===== config.mk =====
export PLATFORM = sky130hd
export DESIGN_NAME = uart_rx_fifo_ctrl
export DESIGN_NICKNAME = d
export VERILOG_FILES = /design/src/rtl/uart_rx_fifo_ctrl.sv
export SDC_FILE = /design/constraint.sdc
export NUM_CORES = 1
export LEC_CHECK = 0
export CAP_MARGIN = 20
export CORE_ASPECT_RATIO = 0.5
export CORE_MARGIN = 3
export CORE_UTILIZATION = 50
export CTS_BUF_LIST = sky130_fd_sc_hd__clkbuf_16
export DETAILED_ROUTE_END_ITERATION = 7
export GPL_ROUTABILITY_DRIVEN = 0
export PLACE_DENSITY = 0.68
export SETUP_SLACK_MARGIN = 0.3
export SYNTH_ARGS = -nofsm -noshare
export SYNTH_HDL_FRONTEND = slang
export SYNTH_SLANG_ARGS = --single-unit

===== constraint.sdc =====
create_clock -name DSP_CLK -period 4.8 [get_ports DSP_CLK]
set_clock_uncertainty 0.1 [all_clocks]
set_input_delay 0.96 -clock DSP_CLK [delete_from_list [all_inputs] [get_ports DSP_CLK]]
set_output_delay 0.96 -clock DSP_CLK [all_outputs]
set_load 0.02 [all_outputs]

===== src/rtl/uart_rx_fifo_ctrl.sv =====
// rtl/uart_rx_fifo_ctrl.sv - UART receive FIFO controller with level flags, overrun and timeout
// Buffers received characters with their error bits; the DSP drains them through a show-ahead head register.
module uart_rx_fifo_ctrl #(
  parameter int          DEPTH       = 16,
  parameter logic [15:0] TIMEOUT_CYC = 16'd4000
) (
  input  logic       DSP_CLK,
  input  logic       RESET,
  input  logic       DSP_CEn,
  input  logic       DSP_REn,
  output logic [7:0] DSP_RDATA,
  input  logic       RxFIFO_En,
  input  logic       RxFIFO_Clr,
  input  logic [1:0] RxTrigLvl,
  input  logic       RxOvrClr,
  input  logic       RxDataValid,
  input  logic [7:0] RxData,
  input  logic       RxParityErr,
  input  logic       RxFrameErr,
  output logic       RxHeadParityErr,
  output logic       RxHeadFrameErr,
  output logic       RxFIFO_Empty,
  output logic       RxFIFO_Full,
  output logic       RxFIFO_L14_Full,
  output logic       RxFIFO_L12_Full,
  output logic       RxFIFO_L8_Full,
  output logic       RxFIFO_L4_Full,
  output logic       RxFIFO_L2_Full,
  output logic       RxTrigger,
  output logic       RxOverrun,
  output logic       RxErrInFIFO,
  output logic       RxTimeout
);

  localparam int AW = $clog2(DEPTH);
  localparam int CW = AW + 1;

  logic [9:0]    mem [DEPTH];
  logic [AW-1:0] wr_ptr;
  logic [AW-1:0] rd_ptr;
  logic [CW-1:0] count;
  logic [CW-1:0] err_cnt;
  logic [15:0]   idle;
  logic          rd_strb_q;
  logic          en_q;
  logic          overrun_q;

  logic [CW-1:0] cap;
  logic [31:0]   count_w;
  logic [31:0]   trig_lvl;
  logic [9:0]    head;
  logic          rd_strb;
  logic          rd_edge;
  logic          empty;
  logic          full;
  logic          flush;
  logic          do_push;
  logic          do_pop;
  logic          lost;
  logic          push_err;
  logic          pop_err;

  always_comb begin
    cap      = RxFIFO_En ? CW'(DEPTH) : CW'(1);
    count_w  = 32'(count);
    head     = mem[rd_ptr];
    rd_strb  = !DSP_CEn && !DSP_REn;
    rd_edge  = rd_strb && !rd_strb_q;
    empty    = (count == '0);
    full     = (count == cap);
    // Changing the FIFO mode invalidates the stored layout, so it flushes like RxFIFO_Clr.
    flush    = RxFIFO_Clr || (RxFIFO_En != en_q);
    do_pop   = rd_edge && !empty && !flush;
    // A pop in the same cycle frees a slot, so a full FIFO still accepts the character.
    do_push  = RxDataValid && !flush && (!full || do_pop);
    lost     = RxDataValid && !flush && full && !do_pop;
    push_err = RxParityErr || RxFrameErr;
    pop_err  = head[9] || head[8];
  end

  always_ff @(posedge DSP_CLK) begin
    if (do_push) begin
      mem[wr_ptr] <= {RxFrameErr, RxParityErr, RxData};
    end
  end

  always_ff @(posedge DSP_CLK or posedge RESET) begin
    if (RESET) begin
      wr_ptr    <= '0;
      rd_ptr    <= '0;
      count     <= '0;
      err_cnt   <= '0;
      rd_strb_q <= 1'b0;
      en_q      <= 1'b0;
    end else begin
      rd_strb_q <= rd_strb;
      en_q      <= RxFIFO_En;
      if (flush) begin
        wr_ptr  <= '0;
        rd_ptr  <= '0;
        count   <= '0;
        err_cnt <= '0;
      end else begin
        if (do_push) begin
          wr_ptr <= wr_ptr + AW'(1);
        end
        if (do_pop) begin
          rd_ptr <= rd_ptr + AW'(1);
        end
        if (do_push && !do_pop) begin
          count <= count + CW'(1);
        end else if (do_pop && !do_push) begin
          count <= count - CW'(1);
        end
        if ((do_push && push_err) && !(do_pop && pop_err)) begin
          err_cnt <= err_cnt + CW'(1);
        end else if ((do_pop && pop_err) && !(do_push && push_err)) begin
          err_cnt <= err_cnt - CW'(1);
        end
      end
    end
  end

  always_ff @(posedge DSP_CLK or posedge RESET) begin
    if (RESET) begin
      overrun_q <= 1'b0;
    end else if (lost) begin
      overrun_q <= 1'b1;
    end else if (RxOvrClr) begin
      overrun_q <= 1'b0;
    end
  end

  // Idle time is measured only while characters sit unread in the FIFO.
  always_ff @(posedge DSP_CLK or posedge RESET) begin
    if (RESET) begin
      idle <= '0;
    end else if (do_push || do_pop || flush || empty) begin
      idle <= '0;
    end else if (idle != TIMEOUT_CYC) begin
      idle <= idle + 16'd1;
    end
  end

  always_comb begin
    case (RxTrigLvl)
      2'b00:   trig_lvl = 32'd1;
      2'b01:   trig_lvl = 32'd4;
      2'b10:   trig_lvl = 32'd8;
      default: trig_lvl = 32'd14;
    endcase
  end

  always_comb begin
    DSP_RDATA       = empty ? 8'h00 : head[7:0];
    RxHeadParityErr = !empty && head[8];
    RxHeadFrameErr  = !empty && head[9];
    RxFIFO_Empty    = empty;
    RxFIFO_Full     = full;
    RxFIFO_L14_Full = (count_w >= 32'd14);
    RxFIFO_L12_Full = (count_w >= 32'd12);
    RxFIFO_L8_Full  = (count_w >= 32'd8);
    RxFIFO_L4_Full  = (count_w >= 32'd4);
    RxFIFO_L2_Full  = (count_w >= 32'd2);
    RxTrigger       = (count_w >= trig_lvl);
    RxOverrun       = overrun_q;
    RxErrInFIFO     = (err_cnt != '0);
    RxTimeout       = (idle == TIMEOUT_CYC) && !empty;
  end

endmodule


; ---- Word-level counts from Yosys, hierarchy flattened
; Memory sizes are Yosys's and may differ from the RTL's.
; Cells that the tools add are included.
[classes]
add_sub_neg = 7
n_lt_le_gt_ge = 6
n_eq_ne = 6
mux = 19
reduce_logical = 43
[ops]
columns = operator, n
row1 = 2-to-1 mux 5 bit, 7
row2 = greater-or-equal comparator 5 x 32 -> 1 bit, 1
row3 = 2-to-1 mux 16 bit, 2
row4 = logical AND 1 bit, 17
row5 = adder 16 x 1 -> 16 bit (second input constant), 1
row6 = == test 16 x 12 -> 1 bit (second input constant), 1
row7 = 2-to-1 mux 4 bit, 4
row8 = inequality test 16 x 12 -> 1 bit (second input constant), 1
row9 = greater-or-equal comparator 5 x 4 -> 1 bit (second input constant), 3
row10 = one-hot mux 4 bit (3 select lines), 1
row11 = adder 5 x 1 -> 5 bit (second input constant), 2
row12 = zero test 1 bit, 10
row13 = subtractor 5 x 1 -> 5 bit (second input constant), 2
row14 = adder 4 x 1 -> 4 bit (second input constant), 2
row15 = 2-to-1 mux 8 bit, 1
row16 = nonzero test 2 bit, 4
row17 = logical OR 1 bit, 7
row18 = nonzero test 3 bit, 2
row19 = == test 5 bit, 1
row20 = greater-or-equal comparator 5 x 2 -> 1 bit (second input constant), 1
row21 = greater-or-equal comparator 5 x 3 -> 1 bit (second input constant), 1
row22 = zero test 5 bit, 1
row23 = nonzero test 5 bit, 1
row24 = 2-to-1 mux 1 bit, 4
row25 = 4 further kinds, 4
[totals]
regBits = 37
ram_bits = 160
inputBits = 20
output_inout_bits = 21
elab_cells = 90
n_memories = 1
[mem_list]
columns = name, depth, word_bits, rd, rd_clocked_by_memory_dff, wr, line
row1 = mem, 16, 10, 1, 0, 1, 38  ; logic [9:0] mem [DEPTH];

; ---- Longest topological paths before layout
; Gate-level depths: netlist (run 1).
[depth]
depth_word = 13
mapped_depth = 15
depth_no_buf = 12

; ---- Worst setup path after synthesis (run 1)
; No wires, ideal clock.
[synth_path]
path_type = input to register
from = in RxFIFO_En
to = reg err_cnt[4]
setup_ns = 0.142
arrival_ns = 3.949
required_ns = 4.558
setup_slack_ns = 0.609
cell_stages = 11
n_path_buf = 1
path_cell_list = or3b_4 > a2111oi_4 > a211oi_1 > clkbuf_1 > nand2b_1 > ha_1 > a21o_1 > a21oi_1 > and3b_1 > a2111oi_2 > o311ai_1
[synth_via]
word_cells_on_any_way = 19
classes_between = eq/ne (2) / mux (3) / reduce/logical (14)
[synth_lines]
columns = item, line
row1 = "start, declared", 12  ; input logic RxFIFO_En,
row2 = 2-to-1 mux 5 bit (*), 64  ; cap = RxFIFO_En ? CW'(DEPTH) : CW'(1);
row3 = == test 5 bit (*), 70  ; full = (count == cap);
row4 = named net RxFIFO_Full, 23  ; output logic RxFIFO_Full,
row5 = zero test 1 bit (*), 75  ; do_push = RxDataValid && !flush && (!full || do_pop);
row6 = logical OR 1 bit (*), 75
row7 = logical AND 1 bit (*), 75
row8 = logical AND 1 bit (*), "115, 117"
row9 = logical AND 1 bit / zero test 1 bit (equally long branches), "115, 117"
row10 = 2-to-1 mux 5 bit / logical AND 1 bit (equally long branches), "115, 117"
row11 = 2-to-1 mux 5 bit / nonzero test 3 bit (equally long branches), --
row12 = "end signal, assigned", 116  ; err_cnt <= err_cnt + CW'(1);
row13 = "end signal, assigned", 118  ; err_cnt <= err_cnt - CW'(1);
row14 = "end, declared", 42  ; logic [CW-1:0] err_cnt;
; Mark *: on every way through the listed nets, which the timed path passes. The rest lies on a longest branch.
; A chain may end at the register's enable or synchronous reset.

; ---- Worst setup path in the final report (run 1)
[layout_path]
from = reg rd_ptr[1]
to = out DSP_RDATA[4]
[layout_via]
elab_chain_cells = 2
[layout_lines]
columns = item, line
row1 = "start, declared", 40  ; logic [AW-1:0] rd_ptr;
row2 = "start signal, assigned", 108  ; rd_ptr <= rd_ptr + AW'(1);
row3 = memory (16 x 10 bit), --
row4 = 2-to-1 mux 8 bit, 155  ; DSP_RDATA = empty ? 8'h00 : head[7:0];
row5 = "end, declared", 11  ; output logic [7:0] DSP_RDATA,
; No other way between the ends.

==> out/metrics.csv, run 1 <==
stage;metric;value;unit
final_layout;diode count;0;
yosys;Synth Warn #;0;
power;Sw Ratio;25.7;%
routing;detailed-route via count;5136;
timing;Slew headroom;46.5;%
clock_network;Clk pin slew, worst setup/hold paths;0.08;ns
clock_network;Root Buffer;clkbuf_16;
power;Clock Power Share;38.7;%
floorplan;Starting Density;52.2;%
routing;post-route ant nets;0;
global_routing;number of antenna violations at the first check in global routing;0;
yosys;EDFF count, synth;160;
final_layout;final non-filler cell total;878;
timing;setup tns final;0;ns
timing;clock period minus worst slack;4.28;ns
outcome;status;finished, final reports clean;
setup_path;CP Capture Type;output pin;
floorplan;# rows;33;
timing;Final WS setup;0.519;ns
setup_path;Worst Path Arrival;3.22;ns
timing;RSZ-0062 raised after global routing;false;
setup_path;Startpoint Class;register;
timing;Slew Viols, Final;0;
clock_network;Max clock buf depth;2;
yosys;Mapped Area;8760;µm²
final_layout;final core utilization;60.9;%
global_routing;first-pass GRT wire length;28500;µm
global_routing;largest net degree at the start of global routing;33;
power;Power Density;380;nW/µm²
timing;Final Hold Vio Count;0;
yosys;Mean Syn Cell Area;15.1;µm²
timing;Worst-Margin Slew;0.803;ns
clock_network;H-tree Lvls;4;
global_routing;total grt overflow;0;
power;Comb pwr share;12.3;%
yosys;most frequent cell after synthesis;edfxtp_1;
yosys;Yosys cell types;59;
floorplan;core area;16800;µm²
clock_network;total CTS buffers;17;
routing;drt pass-1 iters;4;
routing;DR vias/cell;5.85;
floorplan;I/O pin cnt;41;
final_layout;Fillers;1277;
setup_path;R2R Setup Slk;0.60;ns
power;peak supply drop;265;µV
placement;# placed instances;844;
floorplan;die outline width;193;µm
routing;Total Wirelength;18300;µm
setup_path;critical-path maximum fanout;14;
routing;Wirelength per Cell;20.8;µm
floorplan;Die Footprint;19200;µm²
global_routing;total global-route track usage;20.0;%
yosys;top post-synthesis cells by area;edfxtp_1, dfrtp_1, mux4_2;
yosys;Post-Syn Nets;619;
yosys;post-synthesis sequential area ratio;65.4;%
timing;FMAX;234;MHz
power;Internal;2880;µW
final_layout;layout cells sized above 1;16.6;%
final_layout;Syn-to-layout area delta;16.6;%
routing;Residual DRC;0;
setup_path;CP required;3.74;ns
power;Flop pwr share;49.1;%
final_layout;Nets;678;
yosys;ys flop type;edfxtp_1;
timing;period utilization;89.2;%
timing;final setup fails;0;
clock_network;worst skew pair latency;0.43;ns
power;sw power;995;µW
yosys;FF+latch count, synth;197;
worst_hold_path;HP Class;reg -> reg;
yosys;biggest area consumer among synthesized cells;edfxtp_1;
floorplan;Die Y;99.6;µm
flow_run;Max-cap violations;0;
yosys;async set-reset flop share out of synthesis;18.8;%
setup_path;crit path kind;reg -> out;
yosys;top cell type's share of synthesized area;54.9;%
routing;DRT iter0 DRCs;351;
power;Total Power;3880;µW
yosys;Post-Synthesis Cells;579;
placement;DP Wirelength;11400;µm
placement;# port buffers;40;
clock_network;CTS tree;yes;
power;LEAKAGE;0.00345;µW
global_routing;vias in the first global route;5039;
clock_network;Num Clock Sinks;197;
placement;dpl ws;0.330;ns
yosys;Synth top cells by count;edfxtp_1, dfrtp_1, nand2_1, nor2_1, mux2i_1;
## registers in the layout, summed over array words and instances, names as in the netlist
name,cells
idle,16
mem,160
wr_ptr,4
en_q,1
rd_ptr,4
rd_strb_q,1
RxOverrun,1
count,5
err_cnt,5
## cells in the final DEF (no fill, tap or decap), types with 18 or more instances in the layout
| master | instances |
|---|---|
| buf_4 | 24 |
| clkdlybuf4s50_1 | 40 |
| dfrtp_1 | 36 |
| edfxtp_1 | 160 |
| ha_1 | 18 |
| inv_1 | 20 |
| mux2i_1 | 34 |
| mux4_2 | 24 |
| nand2_1 | 35 |
| nor2_1 | 35 |
## layout make-up
class,count,area (µm²),area share [%]
repair buffers,68,658,6.45
flip-flops and latches,197,5730,56.2
clock buffers,17,425,4.17
clock inverters,15,204,2.00
multi-input cells,334,2830,27.7
well taps,227,284,2.78
inverters,20,75.1,0.735
## critical path, cell delays in order (launching register included)
cell             delay [ns]
dfrtp_1                0.78
nand2_1                0.28
buf_4                  0.27
o221ai_1               0.25
o22ai_1                0.14
a211oi_1               0.38
clkdlybuf4s50_1        0.68
## power by group through the flow
stage,registers (µW),logic [µW],clock network (µW)
2_1_floorplan,1920,288,0
6_report,1900,475,1500
4_1_cts,1900,470,1530
3_3_place_gp,1940,460,0
3_5_place_dp,1940,467,0
5_1_grt,1910,519,1600
## per-layer routing
layer  GRT usage, %  share of wire (%)
met3           5.07                5.9
met2           30.9                 46
met4           4.78                1.0
met5              0                  0
met1           29.0                 47
## metrics by stage
| step | area, µm² | hold slack [ns] |
|---|---|---|
| after floorplan | 8760 | 0.418 |
| after global placement | 9500 | 0.438 |
| after detailed placement | 9520 | 0.421 |
| after CTS | 10200 | 0.433 |
| after global routing | 10200 | 0.462 |
| final | 10200 | 0.430 |
## repair_timing
item,4_1_cts,5_1_grt
resized for setup,1,0
pin swaps,0,0
hold buffers,0,0
setup endpoints to repair,3,1
buffers inserted,0,1
## path summary, 6_finish.rpt
check                                      start                     end  depth (start not counted)
hold / removal             RxOverrun$_DFFE_PP0P_   RxOverrun$_DFFE_PP0P_                          2
max in group asynchronous                  RESET  err_cnt[3]$_DFFE_PP0P_                          3
setup reg to reg           rd_ptr[1]$_DFFE_PP0P_  err_cnt[4]$_DFFE_PP0P_                         11
hold reg to reg            RxOverrun$_DFFE_PP0P_   RxOverrun$_DFFE_PP0P_                          2
setup / recovery           rd_ptr[1]$_DFFE_PP0P_            DSP_RDATA[4]                          6
min in group asynchronous                  RESET    idle[13]$_DFFE_PP0P_                          2
## cells by family (layout without fill, tap and decap cells)
kind of cell	Yosys count	after routing	share of synthesized area (%)
DFF	197	197	65.4
xor gates and xnor gates	28	28	2.96
AOI/OAI and AO/OA	70	70	6.19
and+or+nand+nor	157	157	9.67
adders and majority gates	20	20	3.03
muxes	59	59	10.2
buffers and inverters	48	120	2.53
Power figures use the tool's default switching activity.
==> run 2, diff against run 1 <==
--- a/config.mk
+++ b/config.mk
@@ -5,7 +5,6 @@
 export SDC_FILE = /design/constraint.sdc
 export NUM_CORES = 1
 export LEC_CHECK = 0
-export CAP_MARGIN = 20
 export CORE_ASPECT_RATIO = 0.5
 export CORE_MARGIN = 3
 export CORE_UTILIZATION = 50
@@ -13,6 +12,7 @@
 export DETAILED_ROUTE_END_ITERATION = 7
 export GPL_ROUTABILITY_DRIVEN = 0
 export PLACE_DENSITY = 0.68
+export REMOVE_ABC_BUFFERS = 1
 export SETUP_SLACK_MARGIN = 0.3
 export SYNTH_ARGS = -nofsm -noshare
 export SYNTH_HDL_FRONTEND = slang
==> constraint.sdc (replaced) <==
create_clock -name DSP_CLK -period 4.4 [get_ports DSP_CLK]
set_clock_uncertainty 0.1 [all_clocks]
set_input_delay 0.88 -clock DSP_CLK [delete_from_list [all_inputs] [get_ports DSP_CLK]]
set_output_delay 0.88 -clock DSP_CLK [all_outputs]
set_load 0.02 [all_outputs]
==> run 2 against run 1 <==
Net effect:
- sequential power rose by 9%
- sequential share of layout area is 0.55 points higher
- first-iteration DRC count grew 57%
- global-route usage rose by 0.59 points
- final area fell by 0.92%
- final cell count down 0.11%
==> out/metrics.csv, run 2 (synthesis gave the netlist of run 1 again) <==
stage;metric;value;unit
setup_path;Worst Path Arrival;4.13;ns
routing;detailed-route via count;5184;
final_layout;Syn-to-layout area delta;15.5;%
floorplan;I/O pin cnt;41;
clock_network;total CTS buffers;17;
worst_hold_path;HP Class;reg -> reg;
placement;DP Wirelength;11700;µm
global_routing;number of antenna violations at the first check in global routing;0;
power;peak supply drop;280;µV
floorplan;# rows;33;
setup_path;crit path cell chain;mux4_2 > a22oi_1 > and3_1 > a211oi_4 > nand2b_1 > fa_1 > a21o_1 > a21oi_2 > and3b_1 > a2111oi_2 > o311ai_1;
routing;Total Wirelength;18400;µm
floorplan;Die Y;99.6;µm
global_routing;vias in the first global route;5341;
final_layout;largest registers;mem x160, idle x16;
final_layout;diode count;0;
final_layout;Most flops, register;mem;
floorplan;Die Footprint;19200;µm²
final_layout;layout cells sized above 1;17.1;%
global_routing;first-pass GRT wire length;29600;µm
floorplan;core area;16800;µm²
timing;final setup fails;0;
clock_network;worst skew pair latency;0.43;ns
timing;Final WS setup;0.461;ns
timing;Slew headroom;20.8;%
timing;period utilization;89.5;%
routing;DRT iter0 DRCs;551;
global_routing;total grt overflow;0;
clock_network;H-tree Lvls;4;
floorplan;Starting Density;52.2;%
clock_network;Root Buffer;clkbuf_16;
outcome;status;finished, final reports clean;
routing;post-route ant nets;0;
final_layout;commonest non-fill, non-tap cell in the layout;edfxtp_1;
clock_network;Max clock buf depth;2;
timing;RSZ-0062 raised after global routing;false;
clock_network;cts hold-fix bufs;0;
routing;drt pass-1 iters;5;
power;LEAKAGE;0.00339;µW
routing;DR vias/cell;5.91;
clock_network;CTS tree;yes;
floorplan;die outline width;193;µm
setup_path;Crit-path slowest cell;dfrtp_4;
setup_path;critical-path maximum fanout;13;
setup_path;crit path kind;reg -> reg;
final_layout;commonest non-fill, non-tap cells in the layout;edfxtp_1, clkdlybuf4s50_1, nand2_1, nor2_1;
final_layout;Nets;677;
routing;Wirelength per Cell;21.0;µm
timing;FMAX;254;MHz
global_routing;largest net degree at the start of global routing;36;
setup_path;cell family with most CP delay;compound AO/OA/AOI/OAI gates;
placement;dpl ws;0.145;ns
setup_path;Startpoint Class;register;
timing;Final Hold Vio Count;0;
timing;setup tns final;0;ns
timing;clock period minus worst slack;3.94;ns
final_layout;max FFs per register;160;
timing;Slew Viols, Final;0;
timing;Worst-Margin Slew;1.18;ns
routing;Residual DRC;0;
clock_network;Num Clock Sinks;197;
global_routing;total global-route track usage;20.6;%
placement;# port buffers;40;
power;Power Density;402;nW/µm²
setup_path;max incr delay on CP;0.59;ns
clock_network;Clk pin slew, worst setup/hold paths;0.07;ns
final_layout;final core utilization;60.4;%
setup_path;CP Capture Type;register;
flow_run;Max-cap violations;0;
setup_path;Bufs and invs on worst path;0;
setup_path;CP required;4.59;ns
-- run 2: cell types whose count changed in the layout (fill, tap and decap cells not counted), sizes merged --
cell      delta
clkinvlp     +1
buf          -1
bufinv       -2
clkinv       +1
-- run 2: cell type report --
type                       instances  area [µm²]
clock buffer                      17         425
clock inverter                    15         125
fill                            1307        6650
inverter                          20        75.1
multi-input combinational        334        2860
sequential                       197        5740
tap                              227         284
timing repair buffer              67         616
-- run 2: worst paths after layout --
path / slack, ns / cells after the start / from / endpoint
max reg2reg: 0.46 / 11 / rd_ptr[0]$_DFFE_PP0P_ / err_cnt[4]$_DFFE_PP0P_
max in group asynchronous: 2.42 / 3 / RESET / idle[10]$_DFFE_PP0P_
min reg2reg: 0.45 / 2 / RxOverrun$_DFFE_PP0P_ / RxOverrun$_DFFE_PP0P_
min: 0.45 / 2 / RxOverrun$_DFFE_PP0P_ / RxOverrun$_DFFE_PP0P_
min in group asynchronous: 1.02 / 2 / RESET / rd_ptr[2]$_DFFE_PP0P_
max: 0.46 / 11 / rd_ptr[0]$_DFFE_PP0P_ / err_cnt[4]$_DFFE_PP0P_
-- run 2: per-layer routing --
metal,up-vias,global-route usage (%),routed length [µm]
met1,2608,30.0,8250
met4,0,6.16,335
met5,-,0,0
li1,2346,-,-
met2,201,31.1,8470
met3,29,5.07,1380
-- run 2: timing repair --
| action | CTS | global route |
|---|---|---|
| endpoints found under the setup margin | 7 | 4 |
| buffers inserted | 1 | 0 |
| resized for setup | 3 | 5 |
-- run 2: tightest hold or removal path, cell delays in order, from the launching register on --
cell     delay, ns
dfrtp_1       0.39
inv_1         0.06
o22ai_1       0.06
-- run 2: through the flow --
stage               power [µW]  instance area [µm²]  std cells  hold WS [ns]
floorplan                 2400                 8610        551         0.418
finish                    4060                10100        877         0.450
global placement          2630                 9540        844         0.423
detailed placement        2640                 9540        844         0.442
global route              4210                10100        877         0.477
CTS                       4090                10100        877         0.460
-- run 2: power breakdown --
part           internal, µW  total (µW)  switching, µW
clock                   743        1460            720
combinational           231         532            301
sequential             2040        2070           32.0
total                  3010        4060           1050
